<file path="config.mk">
export PLATFORM = sky130hd
export DESIGN_NAME = prog_load_seq
export DESIGN_NICKNAME = d
export VERILOG_FILES = /design/src/rtl/prog_load_seq.sv
export SDC_FILE = /design/constraint.sdc
export NUM_CORES = 1
export LEC_CHECK = 0
export ABC_CLOCK_PERIOD_IN_PS = 2120
export CORE_ASPECT_RATIO = 1.5
export CORE_MARGIN = 2
export CORE_UTILIZATION = 40
export CTS_CLUSTER_SIZE = 16
export DETAILED_ROUTE_END_ITERATION = 6
export HOLD_SLACK_MARGIN = 0.15
export PLACE_DENSITY = 0.73
export SLEW_MARGIN = 5
export SYNTH_ARGS = -nofsm -noshare
export SYNTH_HDL_FRONTEND = slang
export SYNTH_SLANG_ARGS = --single-unit
</file>
<file path="constraint.sdc">
create_clock -name clk -period 2.12 [get_ports clk]
set_clock_uncertainty 0.1 [all_clocks]
set_input_delay 0.318 -clock clk [delete_from_list [all_inputs] [get_ports clk]]
set_output_delay 0.318 -clock clk [all_outputs]
set_load 0.05 [all_outputs]
</file>
<file path="src/rtl/prog_load_seq.sv">
// ---------------------------------------------------------------------------
// prog_load_seq
//
// Program-load sequencer that sits behind the 32-word bootstrap ROM. When the
// operator raises pl_req while the CPU is halted, it copies ROM words 0..31
// into core locations BASE_ADDR..BASE_ADDR+31 over the memory write handshake.
// It then presents START_PC on cpu_pc together with a one-cycle cpu_start
// strobe. If memory does not ack a word within ACK_TIMEOUT cycles, the load is
// abandoned, load_err is set and the sequencer returns to idle. This keeps a
// hung memory from locking up the panel.
//
// Optional feature macro: PROG_LOAD_SWITCH_DEVCODE_EN
//   When defined, word 31 is taken from the front-panel switches (sw_data)
//   instead of the ROM, so the operator can choose the boot device code.
//   When undefined, sw_data is ignored.
//
// Parameters:
//   AW          memory address width
//   BASE_ADDR   first core location written
//   START_PC    program counter handed to the CPU on completion
//   ACK_TIMEOUT max WRITE cycles per word before abort (1..65535)
//
// Ports:
//   clk, rst      clock; asynchronous active-high reset
//   pl_req        program-load request (level, rising edge acts)
//   cpu_halted    load accepted only while 1
//   rom_addr      bootstrap ROM address (out)
//   rom_data      ROM word for rom_addr (combinational, in)
//   sw_data       panel data switches (used only with the optional feature)
//   mem_req       memory write request (out)
//   mem_we        write enable, identical to mem_req (out)
//   mem_addr      memory address (out)
//   mem_wdata     memory write data (out)
//   mem_ack       one-cycle write accept from memory (in)
//   cpu_pc        start address, valid with cpu_start (out)
//   cpu_start     one-cycle start strobe (out)
//   busy          load in progress (out)
//   load_err      sticky ack-timeout flag (out)
// ---------------------------------------------------------------------------
module prog_load_seq #(
   parameter int AW          = 15,
   parameter int BASE_ADDR   = 0,
   parameter int START_PC    = 0,
   parameter int ACK_TIMEOUT = 255
) (
   input  logic          clk,
   input  logic          rst,
   input  logic          pl_req,
   input  logic          cpu_halted,
   output logic [4:0]    rom_addr,
   input  logic [15:0]   rom_data,
   input  logic [15:0]   sw_data,
   output logic          mem_req,
   output logic          mem_we,
   output logic [AW-1:0] mem_addr,
   output logic [15:0]   mem_wdata,
   input  logic          mem_ack,
   output logic [AW-1:0] cpu_pc,
   output logic          cpu_start,
   output logic          busy,
   output logic          load_err
);

   typedef enum logic [1:0] {
      S_IDLE  = 2'd0,
      S_FETCH = 2'd1,
      S_WRITE = 2'd2,
      S_START = 2'd3
   } state_t;

   localparam logic [AW-1:0] BASE      = AW'(BASE_ADDR);
   localparam logic [AW-1:0] PC_START  = AW'(START_PC);
   // Last watchdog value at which an ack is still accepted; with no ack in
   // that cycle the request has been up for exactly ACK_TIMEOUT cycles.
   localparam logic [15:0]   WDOG_LAST = 16'(ACK_TIMEOUT - 1);

   state_t        r_state;
   state_t        w_state_next;

   logic          r_pl_req_d;
   logic [4:0]    r_cnt;
   logic [15:0]   r_wdog;
   logic [4:0]    r_rom_addr;
   logic [AW-1:0] r_mem_addr;
   logic [15:0]   r_mem_wdata;
   logic [AW-1:0] r_cpu_pc;
   logic          r_load_err;

   logic          w_go;
   logic          w_accept;
   logic          w_last;
   logic          w_wdog_expired;
   logic [15:0]   w_fetch_data;

   // Rising edge of the request. Edges that cannot be served are simply lost.
   assign w_go           = pl_req & ~r_pl_req_d;
   assign w_accept       = w_go & cpu_halted & (r_state == S_IDLE);
   assign w_last         = (r_cnt == 5'd31);
   assign w_wdog_expired = (r_wdog == WDOG_LAST);

`ifdef PROG_LOAD_SWITCH_DEVCODE_EN
   // Word 31 carries the boot device code; the panel switches override it.
   assign w_fetch_data = w_last ? sw_data : rom_data;
`else
   assign w_fetch_data = rom_data;
   logic w_unused_sw;
   assign w_unused_sw = ^sw_data;
`endif

   // ---------------- state register ----------------
   always_ff @(posedge clk or posedge rst) begin
      if (rst) begin
         r_state <= S_IDLE;
      end else begin
         r_state <= w_state_next;
      end
   end

   // ---------------- next-state logic ----------------
   always_comb begin
      w_state_next = r_state;
      case (r_state)
         S_IDLE: begin
            if (w_accept) w_state_next = S_FETCH;
         end
         S_FETCH: begin
            w_state_next = S_WRITE;
         end
         S_WRITE: begin
            if (mem_ack) begin
               w_state_next = w_last ? S_START : S_FETCH;
            end else if (w_wdog_expired) begin
               w_state_next = S_IDLE;
            end
         end
         S_START: begin
            w_state_next = S_IDLE;
         end
         default: begin
            w_state_next = S_IDLE;
         end
      endcase
   end

   // ---------------- state-decoded outputs ----------------
   // The request is decoded straight from the state, so an asynchronous
   // reset drops it immediately.
   always_comb begin
      mem_req   = 1'b0;
      cpu_start = 1'b0;
      busy      = 1'b0;
      case (r_state)
         S_FETCH: busy = 1'b1;
         S_WRITE: begin
            busy    = 1'b1;
            mem_req = 1'b1;
         end
         S_START: cpu_start = 1'b1;
         default: ;
      endcase
   end

   assign mem_we    = mem_req;
   assign rom_addr  = r_rom_addr;
   assign mem_addr  = r_mem_addr;
   assign mem_wdata = r_mem_wdata;
   assign cpu_pc    = r_cpu_pc;
   assign load_err  = r_load_err;

   // ---------------- datapath registers ----------------
   always_ff @(posedge clk or posedge rst) begin
      if (rst) begin
         r_pl_req_d  <= 1'b0;
         r_cnt       <= 5'd0;
         r_wdog      <= 16'd0;
         r_rom_addr  <= 5'd0;
         r_mem_addr  <= '0;
         r_mem_wdata <= 16'd0;
         r_cpu_pc    <= '0;
         r_load_err  <= 1'b0;
      end else begin
         r_pl_req_d <= pl_req;
         case (r_state)
            S_IDLE: begin
               if (w_accept) begin
                  r_load_err <= 1'b0;
                  r_cnt      <= 5'd0;
                  r_rom_addr <= 5'd0;
               end
            end
            S_FETCH: begin
               // Address arithmetic wraps modulo 2^AW.
               r_mem_addr  <= BASE + AW'(r_cnt);
               r_mem_wdata <= w_fetch_data;
               // Every entry to WRITE starts with a fresh watchdog.
               r_wdog      <= 16'd0;
            end
            S_WRITE: begin
               if (mem_ack) begin
                  if (w_last) begin
                     r_cpu_pc <= PC_START;
                  end else begin
                     r_cnt      <= r_cnt + 5'd1;
                     r_rom_addr <= r_cnt + 5'd1;
                  end
               end else if (w_wdog_expired) begin
                  r_load_err <= 1'b1;
               end else begin
                  r_wdog <= r_wdog + 16'd1;
               end
            end
            default: ;
         endcase
      end
   end

endmodule

</file>
==> results of run 1 <==
[report_power, final]
group | switching, uW | total (uW) | internal [uW]
logic | 1630 | 2690 | 1060
registers | 157 | 1290 | 1130
clock network | 302 | 533 | 232
total | 2090 | 4510 | 2420
[through the flow]
stage / hold slack [ps] / area [sq um]
2_1_floorplan: 249 / 2630
3_3_place_gp: 382 / 3180
3_5_place_dp: 391 / 3180
4_1_cts: 232 / 3270
5_1_grt: 274 / 3270
6_report: 223 / 3270
[cell usage in the layout (no fill, tap or decap), types with 5 or more instances in the layout]
master and n:
and3_1 5, buf_12 6, buf_4 14, clkbuf_8 5
clkdlybuf4s50_1 47, conb_1 25, dfrtp_1 44, ha_1 8
inv_1 6, mux2_2 22, mux2i_1 15, nand2_1 20
nand3_1 14, nand4_1 5
[sequential cells by signal, summed over array words and instances, names as in the netlist]
register and cells:
load_err 1, mem_addr 5, mem_wdata 16, r_pl_req_d 1
r_state 2, r_wdog 16, rom_addr 5
[final timing paths]
path	startpoint	endpoint	slack (ps)	cells after the start
max in group asynchronous	rst	r_wdog[9]$_DFFE_PP0P_	1240	3
worst min-delay path	rst	mem_wdata[1]$_DFFE_PP0N_	220	2
worst max-delay path	rom_addr[0]$_DFFE_PP0P_	rom_addr[0]	120	2
min in group clk	pl_req	r_pl_req_d$_DFF_PP0_	380	1
worst max register to register	rom_addr[1]$_DFFE_PP0P_	rom_addr[3]$_DFFE_PP0P_	160	7
worst min register to register	load_err$_DFFE_PP0P_	load_err$_DFFE_PP0P_	410	1
[critical path, stage by stage, from the launching register on]
cell,delay [ps]
dfrtp_2,370
buf_4,120
clkdlybuf4s50_1,790
[area by class of cell]
class | count | share of cell area (%)
Clock buffer | 5 | 2.10
Clock inverter | 3 | 0.650
Inverter | 7 | 0.802
Multi-Input combinational cell | 164 | 37.1
Sequential cell | 46 | 35.2
Tap cell | 74 | 2.83
Timing Repair Buffer | 67 | 21.2
[logic make-up after synthesis]
| logic type | synth area share (%) |
|---|---|
| AOI/OAI and AO/OA | 6.80 |
| adders and majority gates | 4.47 |
| buffers and inverters | 10.2 |
| DFF | 45.7 |
| muxes | 15.8 |
| other | 0.149 |
| and+or+nand+nor | 16.9 |
[layer usage]
layer	global-route usage [%]	part of all wire, %	vias up	wire length (um)
met5	0	0	-	0
met4	5.28	1.1	0	55
met3	3.44	5.2	6	256
met2	27.3	54	70	2670
met1	19.2	39	897	1930
li1	-	-	882	-
==> metrics.csv, run 1 <==
stage,metric,value,unit
layout,nNetsFinal,337,
timing,slew_viol_final,0,
placed_design,numPortBuffers,51,
yosys,synth-edff-count,0,
layout,fillers,525,
timing,layout_setup_ws,115,ps
clock_tree,clock_tree.root_cell,clkbuf_8,
setup_path,crit_fanout,4,
yosys,ys.flop_type,dfrtp_1,
placed_design,pre_cts_ws,70.9,ps
timing,timing.slew.headroom,57.0,%
clock_tree,clk_pin_slew,90,ps
setup_path,critPathLaunchType,flop,
clock_tree,htree_levels,2,
yosys,synth_top_cells_by_count,"46 x dfrtp_1, 26 x buf_4, 22 x mux2_2, 20 x nand2_1, 15 x mux2i_1",
global_routing,overflow,0,
clock_tree,cts.repair.resized,0,
layout,final_util,53.4,%
yosys,ys_ff_latch,46,
layout,multi_input_area,0.00122,sq mm
die,dieWidth,68.8,um
timing,hold_viol_final,0,
setup_path,path_class,reg2out,
flow_run,maxCapViolations,0,
yosys,synth.distinct_cells,44,
timing,worstMarginPinSlew,642,ps
clock_tree,cts_num_sinks,46,
clock_tree,cts_made_buffers,5,
placed_design,dp.cells,358,
drt,drc,0,
global_routing,antenna_found_initial,0,
outcome,outcome,completed,
yosys,synthTopCellsByArea,"dfrtp_1 46%, mux2_2 9.8%, buf_4 7.7%, mux2i_1 6.0%, ha_1 4.5%",
drt,final_antenna_net_count,0,
worst_hold_path,hp-class,in2async,
die,row_count,35,
yosys,syn_inst,226,
setup_path,required,1700,ps
die,core_area,0.00613,sq mm
drt,dr.pass1.iters,4,
clock_tree,insertion_delay,300,ps
clock_tree,cts.path.max_buffers,2,
drt,avgViaCountPerCell,5.07,
pwr,power_leakage,0.00154,uW
timing,rsz0062_at_grt,no,
timing,tns,0,ps
yosys,yosysTopAreaCellShare,45.7,%
clock_tree,cts_tree,yes,
yosys,synth.avg_cell_area,11.2,sq um
layout,drive_gt1_share,22.9,%
die,pin_count,93,
die,start_util,41.1,%
pwr,p_total,4510,uW
yosys,async_flop_share,100,%
global_routing,grt_first_pass_wirelength,8490,um
layout,seq_area,0.00115,sq mm
die,die_h,101,um
timing,max_freq,0.499,GHz
yosys,synth_top_area_cell,dfrtp_1,
clock_tree,hold_buffers,0,
yosys,yosysMostFrequentCell,dfrtp_1,
pwr,peakVddDrop,1.16,mV
yosys,synthesis.area,0.00252,sq mm
global_routing,track_usage,15.8,%
yosys,yosysWarnings,0,
timing,min_period,2000,ps
placed_design,gp_congestion,0.815,
drt,drt_iter0_drc,76,
drt,vias,1855,
timing,min_period_over_period,94.6,%
setup_path,critical_path_arrival,1590,ps
setup_path,cp-end-kind,output port,
yosys,synth-seq-area-share,45.7,%
timing,finalSetupViolations,0,
placed_design,place_hpwl,3790,um
drt,wire_per_inst,13.4,um
clock_tree,cts_setup_buffers,0,
pwr,power_density,1380,mW/mm^2
layout,area_growth,29.9,%
die,die_area,0.00696,sq mm
layout,finalNonFillerCells,366,
global_routing,grt_max_degree,20,
drt,wirelength,4910,um
global_routing,grt_pass1_vias,1848,
layout,diodes,0,
Note: power is estimated with default switching activity, not from simulation.
==> run 2, diff against run 1 <==
--- a/config.mk
+++ b/config.mk
@@ -9,7 +9,6 @@
 export CORE_ASPECT_RATIO = 1.5
 export CORE_MARGIN = 2
 export CORE_UTILIZATION = 40
-export CTS_CLUSTER_SIZE = 16
 export DETAILED_ROUTE_END_ITERATION = 6
 export HOLD_SLACK_MARGIN = 0.15
 export PLACE_DENSITY = 0.73
==> results of run 2 <==
Same layout as run 1: the final DEF is identical, and so are final timing and power.
